[config.mk]
export PLATFORM = sky130hd
export DESIGN_NAME = multicycle_control_fsm
export DESIGN_NICKNAME = d
export VERILOG_FILES = /design/src/rtl/rv_ctrl_pkg.sv /design/src/rtl/rv_op_class.sv /design/src/rtl/multicycle_control_fsm.sv
export SDC_FILE = /design/constraint.sdc
export NUM_CORES = 1
export LEC_CHECK = 0
export CAP_MARGIN = 20
export CORE_MARGIN = 10
export CORE_UTILIZATION = 51
export CTS_BUF_LIST = sky130_fd_sc_hd__clkbuf_2 sky130_fd_sc_hd__clkbuf_4 sky130_fd_sc_hd__clkbuf_8
export CTS_CLUSTER_SIZE = 30
export DETAILED_ROUTE_END_ITERATION = 6
export PLACE_DENSITY = 0.82
export SLEW_MARGIN = 20
export SYNTH_ARGS = -nofsm -noshare
export SYNTH_HDL_FRONTEND = slang
export SYNTH_SLANG_ARGS = --single-unit
[constraint.sdc]
create_clock -name clk -period 3.7 [get_ports clk]
set_input_delay 0.74 -clock clk [delete_from_list [all_inputs] [get_ports clk]]
set_output_delay 0.74 -clock clk [all_outputs]
set_load 0.02 [all_outputs]
[src/rtl/rv_ctrl_pkg.sv]
// rtl/rv_ctrl_pkg.sv - shared encodings for the multi-cycle RISC-V sequencing controller
package rv_ctrl_pkg;

    localparam logic [6:0] OP_R      = 7'h33;
    localparam logic [6:0] OP_I      = 7'h13;
    localparam logic [6:0] OP_LOAD   = 7'h03;
    localparam logic [6:0] OP_STORE  = 7'h23;
    localparam logic [6:0] OP_LUI    = 7'h37;
    localparam logic [6:0] OP_BRANCH = 7'h63;
    localparam logic [6:0] OP_JAL    = 7'h6F;
    localparam logic [6:0] OP_JALR   = 7'h67;

    localparam logic [2:0] ALU_R      = 3'b000;
    localparam logic [2:0] ALU_I      = 3'b001;
    localparam logic [2:0] ALU_STORE  = 3'b110;
    localparam logic [2:0] ALU_LUI    = 3'b100;
    localparam logic [2:0] ALU_BRANCH = 3'b111;
    localparam logic [2:0] ALU_JUMP   = 3'b101;

    localparam logic [1:0] PC_SRC_SEQ  = 2'd0;
    localparam logic [1:0] PC_SRC_REL  = 2'd1;
    localparam logic [1:0] PC_SRC_JALR = 2'd2;

    localparam logic [1:0] WB_ALU  = 2'd0;
    localparam logic [1:0] WB_MEM  = 2'd1;
    localparam logic [1:0] WB_LINK = 2'd2;

    typedef enum logic [2:0] {
        S_FETCH,
        S_DECODE,
        S_EXECUTE,
        S_MEM,
        S_WB
    } state_t;

    typedef enum logic [3:0] {
        CLS_R,
        CLS_I,
        CLS_LOAD,
        CLS_STORE,
        CLS_LUI,
        CLS_BRANCH,
        CLS_JAL,
        CLS_JALR,
        CLS_ILLEGAL
    } op_class_t;

endpackage

[src/rtl/rv_op_class.sv]
// rtl/rv_op_class.sv - opcode to instruction class, ALU operation and operand-B select
module rv_op_class
    import rv_ctrl_pkg::*;
(
    input  logic [6:0] op,
    output op_class_t  op_class,
    output logic [2:0] alu_op,
    output logic       alu_src_b,
    output logic       illegal
);

    always_comb begin
        op_class  = CLS_ILLEGAL;
        alu_op    = ALU_R;
        alu_src_b = 1'b0;
        case (op)
            OP_R: begin
                op_class = CLS_R;
            end
            OP_I: begin
                op_class  = CLS_I;
                alu_op    = ALU_I;
                alu_src_b = 1'b1;
            end
            OP_LOAD: begin
                op_class  = CLS_LOAD;
                alu_op    = ALU_I;
                alu_src_b = 1'b1;
            end
            OP_STORE: begin
                op_class  = CLS_STORE;
                alu_op    = ALU_STORE;
                alu_src_b = 1'b1;
            end
            OP_LUI: begin
                op_class  = CLS_LUI;
                alu_op    = ALU_LUI;
                alu_src_b = 1'b1;
            end
            OP_BRANCH: begin
                op_class = CLS_BRANCH;
                alu_op   = ALU_BRANCH;
            end
            OP_JAL: begin
                op_class  = CLS_JAL;
                alu_op    = ALU_JUMP;
                alu_src_b = 1'b1;
            end
            OP_JALR: begin
                op_class  = CLS_JALR;
                alu_op    = ALU_JUMP;
                alu_src_b = 1'b1;
            end
            default: begin
                op_class = CLS_ILLEGAL;
            end
        endcase
        illegal = (op_class == CLS_ILLEGAL);
    end

endmodule

[src/rtl/multicycle_control_fsm.sv]
// rtl/multicycle_control_fsm.sv - FETCH/DECODE/EXECUTE/MEM/WB sequencer over one shared memory port
module multicycle_control_fsm
    import rv_ctrl_pkg::*;
#(
    parameter int OPCODE_W = 7,
    parameter int CNT_W    = 32
) (
    input  logic                clk,
    input  logic                reset,
    input  logic [OPCODE_W-1:0] OP_i,
    input  logic                Mem_Ready_i,
    output logic                PC_Write_o,
    output logic                PC_Write_Cond_o,
    output logic [1:0]          PC_Src_o,
    output logic                IR_Write_o,
    output logic                Mem_Read_o,
    output logic                Mem_Write_o,
    output logic                I_or_D_o,
    output logic                ALU_Src_A_o,
    output logic                ALU_Src_B_o,
    output logic [2:0]          ALU_Op_o,
    output logic                Reg_Write_o,
    output logic [1:0]          Mem_to_Reg_o,
    output logic                Illegal_Instr_o,
    output logic [CNT_W-1:0]    Retired_Count_o
);

    state_t              state;
    logic [OPCODE_W-1:0] op_q;
    logic [OPCODE_W-1:0] op_sel;
    logic [CNT_W-1:0]    retired;
    logic                retire;

    op_class_t  op_class;
    logic [2:0] cls_alu_op;
    logic       cls_src_b;
    logic       cls_illegal;

    // DECODE classifies the live opcode; later states use the copy latched there.
    assign op_sel = (state == S_DECODE) ? OP_i : op_q;

    rv_op_class u_op_class (
        .op        (op_sel),
        .op_class  (op_class),
        .alu_op    (cls_alu_op),
        .alu_src_b (cls_src_b),
        .illegal   (cls_illegal)
    );

    always_ff @(posedge clk) begin
        if (reset) begin
            state   <= S_FETCH;
            op_q    <= '0;
            retired <= '0;
        end else begin
            if (retire)
                retired <= retired + CNT_W'(1);
            case (state)
                S_FETCH: begin
                    if (Mem_Ready_i)
                        state <= S_DECODE;
                end
                S_DECODE: begin
                    op_q  <= OP_i;
                    state <= cls_illegal ? S_FETCH : S_EXECUTE;
                end
                S_EXECUTE: begin
                    case (op_class)
                        CLS_BRANCH:          state <= S_FETCH;
                        CLS_LOAD, CLS_STORE: state <= S_MEM;
                        default:             state <= S_WB;
                    endcase
                end
                S_MEM: begin
                    if (Mem_Ready_i)
                        state <= (op_class == CLS_STORE) ? S_FETCH : S_WB;
                end
                S_WB:    state <= S_FETCH;
                default: state <= S_FETCH;
            endcase
        end
    end

    // Reset masks every control line so a pending request is dropped immediately.
    always_comb begin
        PC_Write_o      = 1'b0;
        PC_Write_Cond_o = 1'b0;
        PC_Src_o        = PC_SRC_SEQ;
        IR_Write_o      = 1'b0;
        Mem_Read_o      = 1'b0;
        Mem_Write_o     = 1'b0;
        I_or_D_o        = 1'b0;
        ALU_Src_A_o     = 1'b0;
        ALU_Src_B_o     = 1'b0;
        ALU_Op_o        = ALU_R;
        Reg_Write_o     = 1'b0;
        Mem_to_Reg_o    = WB_ALU;
        Illegal_Instr_o = 1'b0;
        retire          = 1'b0;
        if (!reset) begin
            case (state)
                S_FETCH: begin
                    Mem_Read_o = 1'b1;
                    if (Mem_Ready_i) begin
                        IR_Write_o = 1'b1;
                        PC_Write_o = 1'b1;
                        PC_Src_o   = PC_SRC_SEQ;
                    end
                end
                S_DECODE: begin
                    Illegal_Instr_o = cls_illegal;
                end
                S_EXECUTE: begin
                    ALU_Op_o    = cls_alu_op;
                    ALU_Src_B_o = cls_src_b;
                    ALU_Src_A_o = (op_class == CLS_JAL);
                    case (op_class)
                        CLS_BRANCH: begin
                            PC_Write_Cond_o = 1'b1;
                            PC_Src_o        = PC_SRC_REL;
                            retire          = 1'b1;
                        end
                        CLS_JAL: begin
                            PC_Write_o = 1'b1;
                            PC_Src_o   = PC_SRC_REL;
                        end
                        CLS_JALR: begin
                            PC_Write_o = 1'b1;
                            PC_Src_o   = PC_SRC_JALR;
                        end
                        default: ;
                    endcase
                end
                S_MEM: begin
                    I_or_D_o    = 1'b1;
                    Mem_Read_o  = (op_class == CLS_LOAD);
                    Mem_Write_o = (op_class == CLS_STORE);
                    retire      = Mem_Ready_i && (op_class == CLS_STORE);
                end
                S_WB: begin
                    Reg_Write_o = 1'b1;
                    retire      = 1'b1;
                    case (op_class)
                        CLS_LOAD:          Mem_to_Reg_o = WB_MEM;
                        CLS_JAL, CLS_JALR: Mem_to_Reg_o = WB_LINK;
                        default:           Mem_to_Reg_o = WB_ALU;
                    endcase
                end
                default: ;
            endcase
        end
    end

    assign Retired_Count_o = reset ? '0 : retired;

endmodule

### Yosys cells after proc, flatten, opt, wreduce, memory -nomap -nowiden

Cells that the tools add are included.

| storage, ports and cells | value |
|---|---|
| output and inout port bits | 49 |
| bits in registers | 42 |
| input bits | 10 |

| operators by class | value |
|---|---|
| multiplexer cells | 44 |
| eq/ne operators | 20 |
| add/sub/neg operators | 1 |
| reduce and logical (&&, ||, !) cells | 9 |

Operators with widths:

| cell | count |
|---|---|
| adder 32 x 1 -> 32 bit (second input constant) | 1 |
| two-way mux 32 bit | 1 |
| one-hot mux 4 bit (8 select lines) | 1 |
| two-way mux 1 bit | 23 |
| == test 7 x 6 -> 1 bit (second input constant) | 3 |
| == test 7 bit (second input constant) | 3 |
| two-way mux 3 bit | 5 |
| one-hot mux 3 bit (5 select lines) | 1 |
| == test 4 x 3 -> 1 bit (second input constant) | 3 |
| one-hot mux 3 bit (4 select lines) | 1 |
| two-way mux 2 bit | 5 |
| OR reduction 2 bit | 5 |
| == test 4 x 2 -> 1 bit (second input constant) | 2 |
| one-hot mux 2 bit (2 select lines) | 2 |
| == test 7 x 2 -> 1 bit (second input constant) | 1 |
| == test 7 x 5 -> 1 bit (second input constant) | 1 |
| two-way mux 7 bit | 1 |
| == test 3 x 2 -> 1 bit (second input constant) | 2 |
| one-hot mux 3 bit (2 select lines) | 1 |
| OR reduction 6 bit | 1 |
| == test 4 bit (second input constant) | 1 |
| inequality test 2 bit (second input constant) | 2 |
| one-hot mux 1 bit (2 select lines) | 2 |
| == test 3 x 1 -> 1 bit (second input constant) | 1 |
| 5 further kinds | 5 |

### Logic depth before layout (Yosys ltp)

Gate-level depths: netlist of the first run.

| logic depth | value |
|---|---|
| depth after elaboration | 9 |
| gate-level depth with buffers | 7 |
| mapped depth without buffers | 6 |

### By module

A second synthesis of the first run with hierarchy kept.

| second synthesis, totals | value |
|---|---|
| cell total of the unflattened synthesis | 341 |
| area total of the unflattened synthesis | 2730.1 um2 |

Modules (own cells, without submodules):

| module | cells an instance | sequential area each (um2) | area each (um2) | times used |
|---|---|---|---|---|
| multicycle_control_fsm | 304 | 840.8 | 2517.4 | 1 |
| rv_op_class | 37 | 0.0 | 212.7 | 1 |

### Worst setup path after synthesis of the first run

Ideal clock, no wire load.

| timing | value |
|---|---|
| path kind | in2out |
| from | input port OP_i[3] |
| to | output port PC_Src_o[0] |
| cell stages on the path | 5 |
| arrival time | 2.622 ns |
| path slack | 0.338 ns |
| path buffers | 0 |
| data required time | 2.960 ns |
| cells stage by stage | or4bb_1 > or3_1 > and2_1 > nor3_1 > or2_2 |

| on the way | value |
|---|---|
| word-level cells in the longest chain between the ends | 8 |
| elaborated cells between the ends (all ways) | 17 |
| classes of those cells | eq/ne (11); mux (5); reduce/logical (1) |

RTL lines:

| item | RTL line | RTL |
|---|---|---|
| start, declared | multicycle_control_fsm.sv:10 | `input logic [OPCODE_W-1:0] OP_i,` |
| two-way mux 7 bit * | - |  |
| == test 7 bit (tied with other cells) | rv_op_class.sv:16 | `case (op)` |
| one-hot mux 4 bit (8 select lines) * | rv_op_class.sv:16 |  |
| == test 4 x 3 -> 1 bit | multicycle_control_fsm.sv:117 | `case (op_class)` |
| OR reduction 2 bit (no source line) | - |  |
| one-hot mux 2 bit (2 select lines) * | multicycle_control_fsm.sv:117 |  |
| two-way mux 2 bit * | - |  |
| two-way mux 2 bit * | multicycle_control_fsm.sv:100 | `if (!reset) begin` |
| end, declared | multicycle_control_fsm.sv:14 | `output logic [1:0] PC_Src_o,` |

Every way passes the cells marked *; elsewhere a longest branch is shown, timed or not.

### Worst setup path after layout of the first run

| timing | value |
|---|---|
| from | input port OP_i[1] |
| to | output port Mem_to_Reg_o[0] |

| on the way | value |
|---|---|
| word-level cells in the longest chain between the ends | 8 |
| elaborated cells between the ends (all ways) | 17 |
| classes of those cells | eq/ne (11); mux (5); reduce/logical (1) |

RTL lines:

| item | RTL line | RTL |
|---|---|---|
| two-way mux 7 bit * | - |  |
| == test 7 bit (tied with other cells) | rv_op_class.sv:16 |  |
| one-hot mux 4 bit (8 select lines) * | rv_op_class.sv:16 |  |
| == test 4 x 3 -> 1 bit | multicycle_control_fsm.sv:143 | `case (op_class)` |
| OR reduction 2 bit (no source line) | - |  |
| one-hot mux 2 bit (2 select lines) * | multicycle_control_fsm.sv:143 |  |
| two-way mux 2 bit * | multicycle_control_fsm.sv:101 | `case (state)` |
| two-way mux 2 bit * | multicycle_control_fsm.sv:100 |  |
| end, declared | multicycle_control_fsm.sv:23 | `output logic [1:0] Mem_to_Reg_o,` |

Marked as above.

==> results of run 1 <==
-- power breakdown --
| group | switching [mW] | internal [mW] | leakage [nW] |
|---|---|---|---|
| clock network | 0.159 | 0.199 | 0.0579 |
| registers | 0.00549 | 0.457 | 0.339 |
| logic | 0.0483 | 0.0345 | 0.769 |
| total | 0.213 | 0.690 | 1.17 |
-- what timing repair did --
item	4_1_cts	5_1_grt
gates resized for setup	10	3
setup endpoints to repair	10	2
hold buffers	0	0
-- through the flow --
step	power [mW]	setup WS (ps)	hold slack (ps)	util, %
3_5_place_dp	0.556	-216	459	68.2
5_1_grt	0.933	6.65	493	70.2
3_3_place_gp	0.554	-204	452	68.2
2_1_floorplan	0.520	338	444	-
6_report	0.903	118	469	70.2
4_1_cts	0.910	60.2	470	70.2
-- cell usage after synthesis (2+ instances only) --
library cell / instances
dfxtp_1: 42
nor2_1: 36
nor2b_1: 31
nand2_1: 24
a21oi_1: 19
o21ai_0: 17
clkbuf_1: 11
nand3_1: 11
nor3_1: 10
or3_1: 10
inv_1: 9
xor2_1: 9
nand2b_1: 6
o2111ai_1: 6
or4_1: 6
and3_1: 5
mux2_2: 5
mux2i_1: 5
xnor2_1: 5
and2_1: 4
nor4_1: 4
and4_1: 3
buf_1: 3
nand4_1: 3
o211ai_1: 3
o21a_1: 3
o21bai_1: 3
o31ai_1: 3
nand3b_1: 2
nor3b_1: 2
o21ai_1: 2
-- flip-flops by register name (all words and copies together), names as in the netlist --
name     count
state        3
retired     32
op_q         7
-- tightest hold or removal path, delay by kind of cell (launching register included) --
kind	cells	cell delay, ps
and+or+nand+nor	1	50
DFF	1	320
AOI/OAI and AO/OA	1	50
-- per-layer routing --
| layer | track usage [%] | routed length [um] | up-vias | part of all wire [%] |
|---|---|---|---|---|
| met1 | 20.0 | 2910 | 1207 | 44 |
| li1 | - | - | 1262 | - |
| met5 | 0 | 0 | - | 0 |
| met3 | 6.11 | 463 | 13 | 7.0 |
| met2 | 27.9 | 3150 | 65 | 47 |
| met4 | 6.36 | 127 | 0 | 1.9 |
-- cell type report --
cell class | count | area, sq um
Inverter | 9 | 33.8
Multi-Input combinational cell | 250 | 1530
Timing Repair Buffer | 78 | 711
Fill cell | 382 | 1400
Clock inverter | 3 | 40.0
Sequential cell | 42 | 841
Tap cell | 54 | 67.6
Clock buffer | 5 | 68.8
-- final timing paths --
check / startpoint / end / slack (ps) / cells after the start
max reg2reg: state[0]$_SDFFE_PP0P_ / retired[16]$_SDFFE_PP0P_ / 650 / 8
min reg2reg: op_q[2]$_SDFF_PP0_ / op_q[2]$_SDFF_PP0_ / 470 / 2
max: OP_i[1] / Mem_to_Reg_o[0] / 120 / 6
min: op_q[2]$_SDFF_PP0_ / op_q[2]$_SDFF_PP0_ / 470 / 2
-- kinds of logic (layout without fill, tap and decap cells) --
group           Yosys count  count (layout)
simple gates            162             162
buf+inv                  24              95
fa+ha+maj                 1               1
mux                      10              10
xor+xnor                 14              14
compound gates           63              63
flops                    42              42
==> flow_summary.json, run 1 <==
{
  "outcome": "complete, no violations",
  "worst_clock_skew_ps": 12.8,
  "setup_viol": 0,
  "grt_pass1_wl_mm": 11.1,
  "synthSimpleGateAreaFrac_pct": 35.4,
  "path_cells": "clkdlybuf4s50_1, or4bb_1, o22a_1, nand3b_1, nor4bb_1, dlygate4sd2_1",
  "yosysWarnings": 0,
  "report.final.slew_viol_count": 0,
  "crit_required_ps": 2960,
  "synth_fa_ha_area_share_pct": 0.508,
  "syn_avg_cell_area_sq_um": 7.79,
  "synth.net_count": 327,
  "grtUsageTotal_pct": 17.1,
  "cts_tree": "built",
  "ir_drop_mv": 0.230,
  "synthCells": 316,
  "p_leak_nw": 1.17,
  "placementRows": 25,
  "cpPeakStageDelay_ps": 500,
  "avgRoutedWirePerCell_um": 15.1,
  "syn_area_sq_mm": 0.00246,
  "path_max_fanout": 3,
  "drc": 0,
  "place_area_sq_mm": 0.00320,
  "setup.worst_path.class": "input port to primary output",
  "async_flop_share_pct": 0,
  "ios": 59,
  "antenna_left": 0,
  "die_height_um": 89.5,
  "synth-xor-area-share_pct": 4.98,
  "start_util_pct": 52.5,
  "ys_types": 45,
  "final_common_cell": "clkdlybuf4s50_1",
  "synth_top_area_cell": "dfxtp_1",
  "crit_family": "simple AND/OR/NAND/NOR gates",
  "fin_crit_sh_pct": 96.8,
  "synthTopCellsByArea": "dfxtp_1, nor2b_1, nor2_1",
  "cts.path.max_buffers": 2,
  "dieArea_sq_mm": 0.00801,
  "vias": 2547,
  "clkLatencyLatePin_ps": 300,
  "first_iter_violations": 143,
  "vias_per_cell": 5.78,
  "cap_violations": 0,
  "powerDensity_mw_per_mm2": 274,
  "numPortBuffers": 58,
  "endpoint_kind": "primary output",
  "gpl.final_weighted_congestion": 0.957,
  "synth_edf_count": 0,
  "grt_setup_unrepaired": "no",
  "synth_compound_area_share_pct": 17.0,
  "dp.cells": 433,
  "synth_top_family_by_area": "simple AND/OR/NAND/NOR gates",
  "period_minus_slack_ps": 3580,
  "synth.top_cell.area_share_pct": 34.1,
  "nets": 397,
  "grt_pass1_vias": 2428,
  "grt-ovfl-total": 0,
  "timing.critical_path.buf_inv": 2,
  "area_growth_pct": 33.7,
  "cts_num_sinks": 42,
  "core_sq_mm": 0.00469,
  "n_antenna_cell": 0,
  "cp.arrival_ps": 2840,
  "postLayoutCellArea_sq_mm": 0.00329,
  "routed_wl_mm": 6.65,
  "yosysSeqAreaShare_pct": 34.1,
  "ys_seq_elements": 42,
  "cts_root_buf": "clkbuf_8",
  "worstSetupStartpointType": "input port",
  "slew_headroom_pct": 52.7,
  "firstDrtPassIters": 6,
  "worst_pin_slew_ps": 710,
  "grt_antenna_before_repair": 0,
  "post-cts-setup-buffers": 0,
  "final_cell_count_no_fill": 441,
  "hold_path.class": "flip-flop to flip-flop",
  "final_cell_mix": "clkdlybuf4s50_1, dfxtp_1, nor2_1",
  "hold_viol": 0,
  "die_w_um": 89.5,
  "grt_max_degree": 75,
  "tns_ps": 0,
  "fmax_ghz": 0.279,
  "cts_max_level": 2,
  "path_clk_slew_ps": 70,
  "cts_buffers": 5,
  "dpl.hpwl_mm": 4.90,
  "synth_mux_area_share_pct": 4.32,
  "drive_gt1_share_pct": 9.82,
  "cp_slowest_cell": "or4bb_1",
  "yosys_most_used_dff": "dfxtp_1"
}
(Power assumes the default switching activity.)
==> run 2, diff against run 1 <==
--- a/config.mk
+++ b/config.mk
@@ -7,11 +7,12 @@
 export LEC_CHECK = 0
 export CAP_MARGIN = 20
 export CORE_MARGIN = 10
-export CORE_UTILIZATION = 51
-export CTS_BUF_LIST = sky130_fd_sc_hd__clkbuf_2 sky130_fd_sc_hd__clkbuf_4 sky130_fd_sc_hd__clkbuf_8
+export CORE_UTILIZATION = 50
+export CTS_BUF_LIST = sky130_fd_sc_hd__clkbuf_16
 export CTS_CLUSTER_SIZE = 30
 export DETAILED_ROUTE_END_ITERATION = 6
-export PLACE_DENSITY = 0.82
+export PLACE_DENSITY = 0.8
+export RECOVER_POWER = 100
 export SLEW_MARGIN = 20
 export SYNTH_ARGS = -nofsm -noshare
 export SYNTH_HDL_FRONTEND = slang
==> run 2 against run 1 <==
Clock power increased by 39%. Final area rose by 1.3%. Sequential cell count unchanged. Via count is 0.82% lower. Critical path depth is 1 higher. Fmax is essentially flat. Core utilization down 0.055 points. Die area is 1.5% higher. First-iteration DRC count is 34% lower. Routed wire length shrank 1.1%. Global-route usage down 1.4 points. Cell count grew 3.2%. Largest power group is now the clock network.
==> flow_summary.json, run 2 (synthesis results as in run 1) <==
{
  "largest_register": "retired",
  "cts_max_level": 2,
  "rr_startpoint": "state[0]$_SDFFE_PP0P_",
  "nFillCells": 406,
  "ir_drop_mv": 0.321,
  "p_leak_nw": 1.28,
  "numPortBuffers": 58,
  "first_iter_violations": 95,
  "n_antenna_cell": 0,
  "grt_setup_unrepaired": "no",
  "setup_viol": 0,
  "vias": 2526,
  "cts_num_sinks": 42,
  "grt_antenna_before_repair": 0,
  "fmax_ghz": 0.279,
  "cpPeakStageDelay_ps": 510,
  "path_clk_slew_ps": 60,
  "antenna_left": 0,
  "area_growth_pct": 35.4,
  "die_height_um": 90.2,
  "core_sq_mm": 0.00475,
  "setup.worst_path.class": "input port to primary output",
  "grt-ovfl-total": 0,
  "cts_tree": "built",
  "placementRows": 25,
  "dieArea_sq_mm": 0.00813,
  "grt_pass1_vias": 2435,
  "r2r_cells": 8,
  "cp_slowest_cell": "or4bb_1",
  "hold_viol": 0,
  "hold_path.class": "flip-flop to flip-flop",
  "layout_setup_ws_ps": 121,
  "powerDensity_mw_per_mm2": 313,
  "worst_pin_slew_ps": 577,
  "path_cells": "clkdlybuf4s50_1, or4bb_1, or3_1, and2_0, clkbuf_4, a21oi_1, dlygate4sd2_1",
  "cts_buffers": 5,
  "drc": 0,
  "clkLatencyLatePin_ps": 280,
  "holdPathStages": 2,
  "path_max_fanout": 2,
  "reg2reg_slack_ps": 590,
  "firstDrtPassIters": 4,
  "post-cts-setup-buffers": 0,
  "dpl.hpwl_mm": 4.87,
  "ios": 59,
  "cap_violations": 0,
  "min_from": "op_q[0]$_SDFF_PP0_",
  "final_cell_count_no_fill": 455,
  "start_util_pct": 51.8,
  "cts_root_buf": "clkbuf_16",
  "gpl.final_weighted_congestion": 0.920,
  "cp.arrival_ps": 2840,
  "grt_pass1_wl_mm": 11.0,
  "worst_clock_skew_ps": 4.12,
  "fin_crit_sh_pct": 96.7,
  "holdPathEnd": "op_q[0]$_SDFF_PP0_",
  "die_w_um": 90.2,
  "nets": 398,
  "report.final.slew_viol_count": 0,
  "cts_hold_buf": 0,
  "largestRegisters": "retired (32), op_q (7), state (3)",
  "routed_wl_mm": 6.58,
  "grt_max_degree": 43,
  "final_common_cell": "dfxtp_1",
  "vias_per_cell": 5.55,
  "drive_gt1_share_pct": 7.99,
  "grtUsageTotal_pct": 15.6,
  "pre_cts_ws_ps": -227,
  "worstReg2RegEnd": "retired[12]$_SDFFE_PP0P_",
  "final_cell_mix": "dfxtp_1, nor2_1, dlygate4sd3_1",
  "crit_required_ps": 2960,
  "worstSetupStartpointType": "input port",
  "dp.cells": 447,
  "largest_register_ffs": 32,
  "cts.path.max_buffers": 2,
  "outcome": "complete, no violations",
  "slew_headroom_pct": 61.2,
  "period_minus_slack_ps": 3580,
  "avgRoutedWirePerCell_um": 14.5,
  "endpoint_kind": "primary output"
}
-- run 2: cell types whose count changed in the layout (fill, tap and decap cells not counted), moves of 3 or more --
cell,previous run,this run
clkbuf_8,5,0
clkbuf_16,0,5
dlygate4sd3_1,0,35
clkbuf_4,0,3
clkbuf_1,0,11
buf_4,20,12
clkdlybuf4s50_1,47,11
-- run 2: per-stage QoR --
step | total power, mW | TNS (ps) | util [%] | area [sq um] | hold WS (ps)
after global placement | 0.555 | -1100 | 67.8 | 3220 | 454
final | 1.04 | 0 | 70.1 | 3330 | 484
after detailed placement | 0.556 | -1240 | 67.8 | 3220 | 463
after CTS | 1.05 | 0 | 71.1 | 3380 | 483
after floorplan | 0.520 | 0 | - | 2460 | 444
after global routing | 1.08 | 0 | 70.1 | 3330 | 511
-- run 2: critical path: cells and delay by family --
family | cells | cell delay, ps
AO/OA/AOI/OAI | 1 | 100
buffers and inverters | 3 | 950
AND/OR/NAND/NOR | 3 | 1040
-- run 2: layout make-up --
cell class	instances	area, sq um	share of cell area (%)
multi-input combinational	250	1530	45.9
sequential	42	841	25.2
timing repair buffer	79	676	20.3
clock buffer	5	125	3.75
tap	67	83.8	2.52
clock inverter	3	43.8	1.31
inverter	9	33.8	1.01
-- run 2: worst max path at each step --
stage / start / endpoint / slack [ps] / cells after the start
3_5_place_dp: OP_i[1] / PC_Src_o[0] / -230 / 7
4_1_cts: OP_i[1] / PC_Src_o[0] / 50 / 7
5_1_grt: OP_i[0] / PC_Src_o[1] / 6 / 8
3_3_place_gp: OP_i[1] / PC_Src_o[0] / -210 / 7
2_1_floorplan: OP_i[3] / PC_Src_o[0] / 340 / 5
6_report: OP_i[1] / ALU_Op_o[2] / 120 / 7
-- run 2: power by group --
part / leakage, nW / internal, mW / total [mW] / switching [mW]
Clock: 0.0842 / 0.319 / 0.498 / 0.179
Sequential: 0.339 / 0.457 / 0.463 / 0.00564
Combinational: 0.859 / 0.0330 / 0.0807 / 0.0476
Total: 1.28 / 0.810 / 1.04 / 0.232
-- run 2: layer usage --
metal / share of wire, % / up-vias / track usage [%]
li1: - / 1267 / -
met1: 46 / 1185 / 18.1
met2: 48 / 65 / 26.8
met3: 4.9 / 9 / 5.07
met4: 1.2 / 0 / 4.51
met5: 0 / - / 0
-- run 2: repair_timing --
action,CTS,global route
pin swaps,0,0
endpoints found under the setup margin,10,4
resized for setup,10,8
